--- src/rtl/alu_rs.sv ---
// ---------------------------------------------------------------------------
// alu_rs -- ALU reservation station and issue scheduler.
//
// Holds up to ENTRIES dispatched ALU operations. It snoops the ALU and LSU
// result buses to resolve pending source tags. Each cycle it issues the
// lowest-index fully ready operation through registered outputs.
//
// Ports
//   clk, rst, clear       clock, sync active-high reset, misprediction flush
//   disp*                 dispatch request (op, operand values/tags, dest)
//   rsFull                no free slot (from registered busy bits only)
//   aluCdb*, lsCdb*       result broadcast buses (enable, tag, data)
//   ALUworkEn             one-cycle issue strobe
//   operandO/T, opCode,   issued operation fields (these hold their value
//   wrtTag, wrtName,      while nothing is issued)
//   instAddr
// ---------------------------------------------------------------------------
module alu_rs #(
    parameter int ENTRIES = 8,
    parameter int DATA_W  = 32,
    parameter int TAG_W   = 4,
    parameter int NAME_W  = 5,
    parameter int OP_W    = 6,
    parameter int ADDR_W  = 32
) (
    input  logic              clk,
    input  logic              rst,
    input  logic              clear,
    input  logic              dispEn,
    input  logic [OP_W-1:0]   dispOp,
    input  logic [DATA_W-1:0] dispDataO,
    input  logic [DATA_W-1:0] dispDataT,
    input  logic [TAG_W-1:0]  dispTagO,
    input  logic [TAG_W-1:0]  dispTagT,
    input  logic [TAG_W-1:0]  dispWrtTag,
    input  logic [NAME_W-1:0] dispWrtName,
    input  logic [ADDR_W-1:0] dispAddr,
    output logic              rsFull,
    input  logic              aluCdbEn,
    input  logic [TAG_W-1:0]  aluCdbTag,
    input  logic [DATA_W-1:0] aluCdbData,
    input  logic              lsCdbEn,
    input  logic [TAG_W-1:0]  lsCdbTag,
    input  logic [DATA_W-1:0] lsCdbData,
    output logic              ALUworkEn,
    output logic [DATA_W-1:0] operandO,
    output logic [DATA_W-1:0] operandT,
    output logic [OP_W-1:0]   opCode,
    output logic [TAG_W-1:0]  wrtTag,
    output logic [NAME_W-1:0] wrtName,
    output logic [ADDR_W-1:0] instAddr
);

    localparam int IDX_W = (ENTRIES > 1) ? $clog2(ENTRIES) : 1;

    // Slot storage
    logic [ENTRIES-1:0] busy;
    logic [OP_W-1:0]    slot_op    [ENTRIES];
    logic [DATA_W-1:0]  slot_val_o [ENTRIES];
    logic [DATA_W-1:0]  slot_val_t [ENTRIES];
    logic [TAG_W-1:0]   slot_tag_o [ENTRIES];
    logic [TAG_W-1:0]   slot_tag_t [ENTRIES];
    logic [TAG_W-1:0]   slot_wtag  [ENTRIES];
    logic [NAME_W-1:0]  slot_name  [ENTRIES];
    logic [ADDR_W-1:0]  slot_addr  [ENTRIES];

    logic [ENTRIES-1:0] ready;
    logic               sel_found;
    logic [IDX_W-1:0]   sel_idx;
    logic               free_found;
    logic [IDX_W-1:0]   free_idx;
    logic               do_alloc;
    logic               flush;

    logic [DATA_W-1:0]  disp_val_o;
    logic [DATA_W-1:0]  disp_val_t;
    logic [TAG_W-1:0]   disp_tag_o;
    logic [TAG_W-1:0]   disp_tag_t;

    assign flush    = rst | clear;
    assign rsFull   = &busy;
    assign do_alloc = dispEn & free_found;

    // Readiness uses registered tags only. A slot woken at an edge becomes
    // ready in the following cycle.
    always_comb begin
        // NOTE: every variable written in always_comb gets a default first,
        // so no path leaves it unassigned and no latch is inferred.
        ready = '0;
        for (int i = 0; i < ENTRIES; i++) begin
            ready[i] = busy[i] && (slot_tag_o[i] == '0) && (slot_tag_t[i] == '0);
        end
    end

    // Lowest-index priority encoders for issue select and free-slot allocate.
    always_comb begin
        // NOTE: blocking assignments here on purpose. The found flag must
        // take effect on the next loop iteration within the same evaluation.
        sel_found  = 1'b0;
        sel_idx    = '0;
        free_found = 1'b0;
        free_idx   = '0;
        for (int i = 0; i < ENTRIES; i++) begin
            if (ready[i] && !sel_found) begin
                sel_found = 1'b1;
                sel_idx   = IDX_W'(i);
            end
            if (!busy[i] && !free_found) begin
                free_found = 1'b1;
                free_idx   = IDX_W'(i);
            end
        end
    end

    // Dispatch forwarding: a tag that is broadcast in the same cycle is
    // captured immediately. The ALU bus wins over the LSU bus.
    always_comb begin
        disp_val_o = dispDataO;
        disp_tag_o = dispTagO;
        disp_val_t = dispDataT;
        disp_tag_t = dispTagT;
        if (dispTagO != '0) begin
            if (aluCdbEn && aluCdbTag == dispTagO) begin
                disp_val_o = aluCdbData;
                disp_tag_o = '0;
            end else if (lsCdbEn && lsCdbTag == dispTagO) begin
                disp_val_o = lsCdbData;
                disp_tag_o = '0;
            end
        end
        if (dispTagT != '0) begin
            if (aluCdbEn && aluCdbTag == dispTagT) begin
                disp_val_t = aluCdbData;
                disp_tag_t = '0;
            end else if (lsCdbEn && lsCdbTag == dispTagT) begin
                disp_val_t = lsCdbData;
                disp_tag_t = '0;
            end
        end
    end

    // Slot occupancy. The issued slot is always busy and the allocated slot
    // is always free, so the two updates never target the same bit.
    always_ff @(posedge clk) begin
        // NOTE: sequential state uses non-blocking assignments, so every
        // flop samples values from before the edge.
        if (flush) begin
            busy <= '0;
        end else begin
            if (sel_found) busy[sel_idx]  <= 1'b0;
            if (do_alloc)  busy[free_idx] <= 1'b1;
        end
    end

    // Slot payload: wakeup, then allocation. Allocation targets a free slot
    // and wakeup only touches busy slots, so the two never collide.
    // NOTE: payload arrays are deliberately not reset. Nothing reads them
    // while busy is clear, and leaving them unreset keeps them plain RAM/flops.
    always_ff @(posedge clk) begin
        for (int i = 0; i < ENTRIES; i++) begin
            if (busy[i]) begin
                if (slot_tag_o[i] != '0) begin
                    if (aluCdbEn && aluCdbTag == slot_tag_o[i]) begin
                        slot_val_o[i] <= aluCdbData;
                        slot_tag_o[i] <= '0;
                    end else if (lsCdbEn && lsCdbTag == slot_tag_o[i]) begin
                        slot_val_o[i] <= lsCdbData;
                        slot_tag_o[i] <= '0;
                    end
                end
                if (slot_tag_t[i] != '0) begin
                    if (aluCdbEn && aluCdbTag == slot_tag_t[i]) begin
                        slot_val_t[i] <= aluCdbData;
                        slot_tag_t[i] <= '0;
                    end else if (lsCdbEn && lsCdbTag == slot_tag_t[i]) begin
                        slot_val_t[i] <= lsCdbData;
                        slot_tag_t[i] <= '0;
                    end
                end
            end
        end
        if (do_alloc) begin
            slot_op[free_idx]    <= dispOp;
            slot_val_o[free_idx] <= disp_val_o;
            slot_val_t[free_idx] <= disp_val_t;
            slot_tag_o[free_idx] <= disp_tag_o;
            slot_tag_t[free_idx] <= disp_tag_t;
            slot_wtag[free_idx]  <= dispWrtTag;
            slot_name[free_idx]  <= dispWrtName;
            slot_addr[free_idx]  <= dispAddr;
        end
    end

    // Issue registers. Fields hold their value when nothing issues.
    always_ff @(posedge clk) begin
        if (flush) begin
            ALUworkEn <= 1'b0;
            operandO  <= '0;
            operandT  <= '0;
            opCode    <= '0;
            wrtTag    <= '0;
            wrtName   <= '0;
            instAddr  <= '0;
        end else begin
            ALUworkEn <= sel_found;
            if (sel_found) begin
                operandO <= slot_val_o[sel_idx];
                operandT <= slot_val_t[sel_idx];
                opCode   <= slot_op[sel_idx];
                wrtTag   <= slot_wtag[sel_idx];
                wrtName  <= slot_name[sel_idx];
                instAddr <= slot_addr[sel_idx];
            end
        end
    end

endmodule

--- config.mk ---
export PLATFORM = sky130hd
export DESIGN_NAME = alu_rs
export DESIGN_NICKNAME = d
export VERILOG_FILES = /design/src/rtl/alu_rs.sv
export SDC_FILE = /design/constraint.sdc
export NUM_CORES = 2
export LEC_CHECK = 0
export BUFFER_PORTS_ARGS = -buffer_cell sky130_fd_sc_hd__clkbuf_2
export CAP_MARGIN = 20
export CORE_ASPECT_RATIO = 1.75
export CORE_MARGIN = 1.5
export CORE_UTILIZATION = 50
export CTS_BUF_LIST = sky130_fd_sc_hd__clkbuf_8 sky130_fd_sc_hd__clkbuf_16
export DETAILED_ROUTE_END_ITERATION = 16
export PLACE_DENSITY_LB_ADDON = 0.05
export SKIP_LAST_GASP = 1
export SLEW_MARGIN = 40
export SYNTH_ARGS = -nofsm -noshare
export SYNTH_HDL_FRONTEND = slang
export SYNTH_SLANG_ARGS = --single-unit
--- constraint.sdc ---
create_clock -name clk -period 11.13 [get_ports clk]
set_input_delay 1.6695 -clock clk [delete_from_list [all_inputs] [get_ports clk]]
set_output_delay 1.6695 -clock clk [all_outputs]
set_load 0.03 [all_outputs]
# --- After elaboration in Yosys (flattened, before gate mapping) ---
# Memories as Yosys holds them, arrays and structs flattened. A register that Yosys moved wholly into a read port is not among the register bits.
# Index checks and enable logic that the tools add are counted.
word_totals:
  ff_bits: 9
  latchBits: 0
  mem_bits_rw: 952
  romBits: 0
  input_bits: 197
  wordCells: 437
  mem_count: 8
mem_list:
  columns: ["name", "depth", "word_bits", "read_ports", "rd_ports_with_merged_regs", "write_ports", "line_no", "rtl"]
  rows:
  - ["slot_addr", 8, 32, 1, 1, 1, "65", "logic [ADDR_W-1:0] slot_addr [ENTRIES];"]
  - ["slot_val_o", 8, 32, 1, 1, 9, "59", "logic [DATA_W-1:0] slot_val_o [ENTRIES];"]
  - ["slot_val_t", 8, 32, 1, 1, 9, "60", "logic [DATA_W-1:0] slot_val_t [ENTRIES];"]
  - ["slot_op", 8, 6, 1, 1, 1, "58", "logic [OP_W-1:0] slot_op [ENTRIES];"]
  - ["slot_name", 8, 5, 1, 1, 1, "64", "logic [NAME_W-1:0] slot_name [ENTRIES];"]
  - ["slot_tag_o", 8, 4, 8, 0, 9, "61", "logic [TAG_W-1:0] slot_tag_o [ENTRIES];"]
  - ["2 more memories", null, null, null, null, null, null, null]
classes:
  n_addsub: 0
  n_mul: 0
  div: 0
  order_cmp: 4
  n_eq_ne: 36
  shifts: 0
  muxes: 227
  bitwise_logic: 37
  reduce_logical: 123
op_table:
  columns: ["cell", "n"]
  rows:
  - ["32-bit two-way mux", 22]
  - ["1-bit two-way mux", 166]
  - ["4-bit equality test", 36]
  - ["4-bit two-way mux", 22]
  - ["4-bit nonzero test", 18]
  - ["1-bit logical AND", 68]
  - ["4-bit zero test", 16]
  - ["3-bit two-way mux", 12]
  - ["1-bit OR", 33]
  - ["8-bit two-way mux", 3]
  - ["1-bit zero test", 20]
  - ["8-bit bitwise AND", 1]
  - ["3-bit by 4-bit less-than comparator with 1-bit output (second input constant)", 2]
  - ["8-bit inverter", 1]
  - ["8-bit OR", 1]
  - ["8-bit AND reduction", 1]
  - ["1-bit demux with 3-bit select", 2]
  - ["3-bit by 1-bit greater-or-equal comparator with 1-bit output (second input constant)", 2]
  - ["1-bit bitwise AND", 1]

# --- Longest topological paths before layout ---
# An unclocked memory read counts as a cell.
depth:
  depth_word: 36
  ltp_mapped: 13

# --- Least setup slack after synthesis ---
# Ideal clock, no wire load.
synth_timing:
  path_type: "input-to-reg"
  startpoint: "input port lsCdbTag[0]"
  endpoint: "memory slot_tag_o[1][0] (enable)"
  setup_time_ns: 0.394
  arrival_time_ns: 4.113
  t_required_ns: 10.736
  path_slack_ns: 6.624
  cell_stages: 9
  path_buffers: 3
  cell_sequence: "buf_2 buf_2 xor2_1 nor4_1 nand4_1 nor2_1 buf_2 a31oi_1 nand2_1"
synth_lines:
  columns: ["item", "line_no", "rtl"]
  rows:
  - ["from (decl)", "43", "input logic [TAG_W-1:0] lsCdbTag,"]
  - ["to (decl)", "61", null]

==> impl_metrics.yaml <==
layout:
  nets: 4847
  syn_to_final_growth_pct: 10.9
  final_common_cell: "edfxtp_1"
  final_cell_mix: "edfxtp_1, mux2i_1, nor2_1"
  final_cell_count_no_fill: 6216
  final_layout_size_suffix_gt1_share_pct: 14.4
timing:
  finalSetupViolations: 0
  tightest_slew_ns: 0.934
  final_max_slew_viol_count: 0
  setup_tns_ns: 0
  rsz0062_at_grt: "no"
  period_share_pct: 42.4
  hold_ws_ns: 0.542
  timing.final.ws_setup_ns: 6.41
  skew_ns: 0.0272
  fmax_ghz: 0.212
  hold_viol: 0
  slew_headroom_pct: 37.8
  layout_min_cycle_time_ns: 4.72
clock_tree:
  cts_buffers: 102
  hold_buffers: 0
  cts_setup_buffers: 0
  cts_tree: "yes"
  numClockSinks: 1072
  clock_path_buffers: 3
  ctsResizeCount: 0
  insertion_delay_ns: 0.74
  htree_num_levels: 3
  cts_root_buffer: "clkbuf_16"
  clkTransAtPathRegs_ns: 0.07
grt:
  grt_overflow: 0
  first_global_vias: 38900
  track_usage_pct: 34.3
  grt_pass1_wl_um: 273000
  grt_max_degree: 87
  antenna_found_initial: 22
placed_design:
  place_ws_ns: 5.83
  portBuffers: 309
  dp_hpwl_um: 110000
  place_congestion: 0.874
  dpl.cell_count: 6004
synth:
  syn_avg_cell_area_um2: 11.8
  synth_xor_area_share_pct: 2.31
  synth.ff_latch_count: 1072
  synth_area_um2: 54600
  synth_compound_area_share_pct: 13.2
  ys_types: 49
  synth_top_family_by_area: "multiplexers"
  ys_warn_count: 0
  synthSimpleGateAreaFrac_pct: 7.00
  synth_nets: 4828
  yosysSeqAreaShare_pct: 56.8
  syn_inst: 4631
  synth_adder_area_share_pct: 0
  synthMuxAreaShare_pct: 16.7
detailed_routing:
  drt_first_pass_iters: 8
  vias: 39300
  wl_met3_um: 14600
  wl_per_cell_um: 31.0
  drt_iter0_drc: 3464
  wl_um: 192000
  highest_layer: "met5"
  wl_met1_um: 72000
  vias_per_cell: 6.32
  drcViolationCount: 0
  wl_met2_um: 94900
  ant_nets: 0
power:
  leakage_nw: 22.2
  clkPwrFrac_pct: 41.9
  switchingPower_w: 0.00202
  p_total_w: 0.00863
  combPwrFrac_pct: 6.7
  power_density_nw_per_um2: 143
  switching_share_pct: 23.4
  seq_power_share_pct: 51.5
  ir_drop_v: 0.000131
  internal-power_w: 0.00662
run_status:
  outcome: "finished clean"
critical_path:
  endpoint_kind: "register"
  worstSetupPathType: "register to register"
  r2r_cells: 10
  required_ns: 11.75
  critPathSlowestCell: "buf_4"
  crit_fanout: 86
  crit_path_cell_trace: "nor4_2 > nand3_1 > o21ai_1 > a31oi_4 > nor2_4 > buf_12 > buf_4 > mux2i_1 > o221ai_1 > o31a_1"
  max_stage_delay_ns: 0.80
  crit_arrival_ns: 5.34
  start_kind: "register"
floorplanning:
  core-area_um2: 109000
  row_count: 160
  die_w_um: 253
  start_util_pct: 50.3
  dieArea_um2: 111000
  die_y_um: 440
  ios: 310
min_path:
  hold_path_class: "register to register"
  hold_path_depth: 2
run:
  cap_violations: 0
metrics by stage:
step | cell area, um^2 | utilization [%]
final | 60600 | 55.8
after floorplan | 54600 | -
after global placement | 56900 | 52.4
after global routing | 60600 | 55.8
after detailed placement | 57100 | 52.6
after CTS | 60500 | 55.8
per-layer routing:
metal,vias to the layer above,track usage [%]
met4,14,19.0
met2,1796,58.7
met3,481,5.71
met5,-,0
li1,17400,-
met1,19600,41.0
path summary, 6_finish.rpt:
check                                                     from                         to  slack [ns]
worst min-delay path                  operandO[7]$_SDFFE_PP0N_   operandO[7]$_SDFFE_PP0N_        0.54
worst max-delay path            slot_tag_t[0][0]$_SDFFCE_PN0P_  operandT[14]$_SDFFE_PP0N_        6.41
worst min register to register        operandO[7]$_SDFFE_PP0N_   operandO[7]$_SDFFE_PP0N_        0.54
worst max register to register  slot_tag_t[0][0]$_SDFFCE_PN0P_  operandT[14]$_SDFFE_PP0N_        6.41
cell usage after synthesis, drive strengths merged:
library cell | count | area, um^2
o31a | 22 | 193
a21boi | 1 | 7.51
nand2b | 8 | 50.1
or4 | 2 | 15.0
nor2b | 7 | 43.8
dfxtp | 120 | 2400
clkinv | 2 | 7.51
o31ai | 3 | 22.5
inv | 15 | 56.3
and3b | 1 | 8.76
nor4b | 22 | 193
o221a | 4 | 45.0
xnor2 | 36 | 315
nand4 | 20 | 131
and3 | 3 | 18.8
clkbuf | 280 | 1050
a2bb2oi | 62 | 793
o41a | 2 | 22.5
o21ai | 265 | 1330
or2 | 6 | 37.5
o22a | 170 | 1490
o221ai | 26 | 228
nor2 | 472 | 1780
nand4b | 1 | 8.76
edfxtp | 952 | 28600
nand3 | 14 | 70.1
nand2 | 265 | 995
buf | 212 | 1070
nor3 | 3 | 15.0
mux2i | 912 | 9130
nor4 | 53 | 452
a211o | 8 | 70.1
a21oi | 368 | 1840
o2bb2a | 2 | 20.0
a31oi | 116 | 732
xor2 | 108 | 946
o22ai | 68 | 425
flip-flops by register name, indices dropped and copies added (netlist names), 40 cells and up:
name        flops
slot_addr     256
slot_val_o    256
slot_val_t    256
slot_op        48
slot_name      40
critical path: cells and delay by family, from the launching register on:
family	cells	cell delay (ns)
and+or+nand+nor	3	1.55
AOI/OAI and AO/OA	4	0.86
buffers and inverters	2	1.28
DFF	1	0.46
muxes	1	0.28
power groups by stage:
stage / Combinational [W] / Clock, W / Sequential (W)
global placement: 0.000558 / 0 / 0.00453
finish: 0.000576 / 0.00361 / 0.00444
global route: 0.000618 / 0.00378 / 0.00445
detailed placement: 0.000569 / 0 / 0.00453
CTS: 0.000570 / 0.00365 / 0.00444
floorplan: 0.000356 / 0 / 0.00453
cells by family (layout without fill, tap and decap cells):
group                  after synthesis  count (layout)
flip-flops                        1072            1072
XOR/XNOR                           144             144
AO/OA/AOI/OAI                     1117            1117
other                                0              18
AND/OR/NAND/NOR                    877             877
multiplexers                       912             912
buffers and inverters              509             618
area by class of cell:
| cell class | instances | area, um^2 |
|---|---|---|
| fill | 9311 | 47900 |
| timing repair buffer | 407 | 2470 |
| clock buffer | 114 | 2740 |
| clock inverter | 80 | 684 |
| sequential | 1072 | 31000 |
| multi-input combinational | 3050 | 21700 |
| inverter | 17 | 81.3 |
| tap | 1458 | 1820 |
| antenna | 18 | 45.0 |
Note: power is estimated with default switching activity, not from simulation.
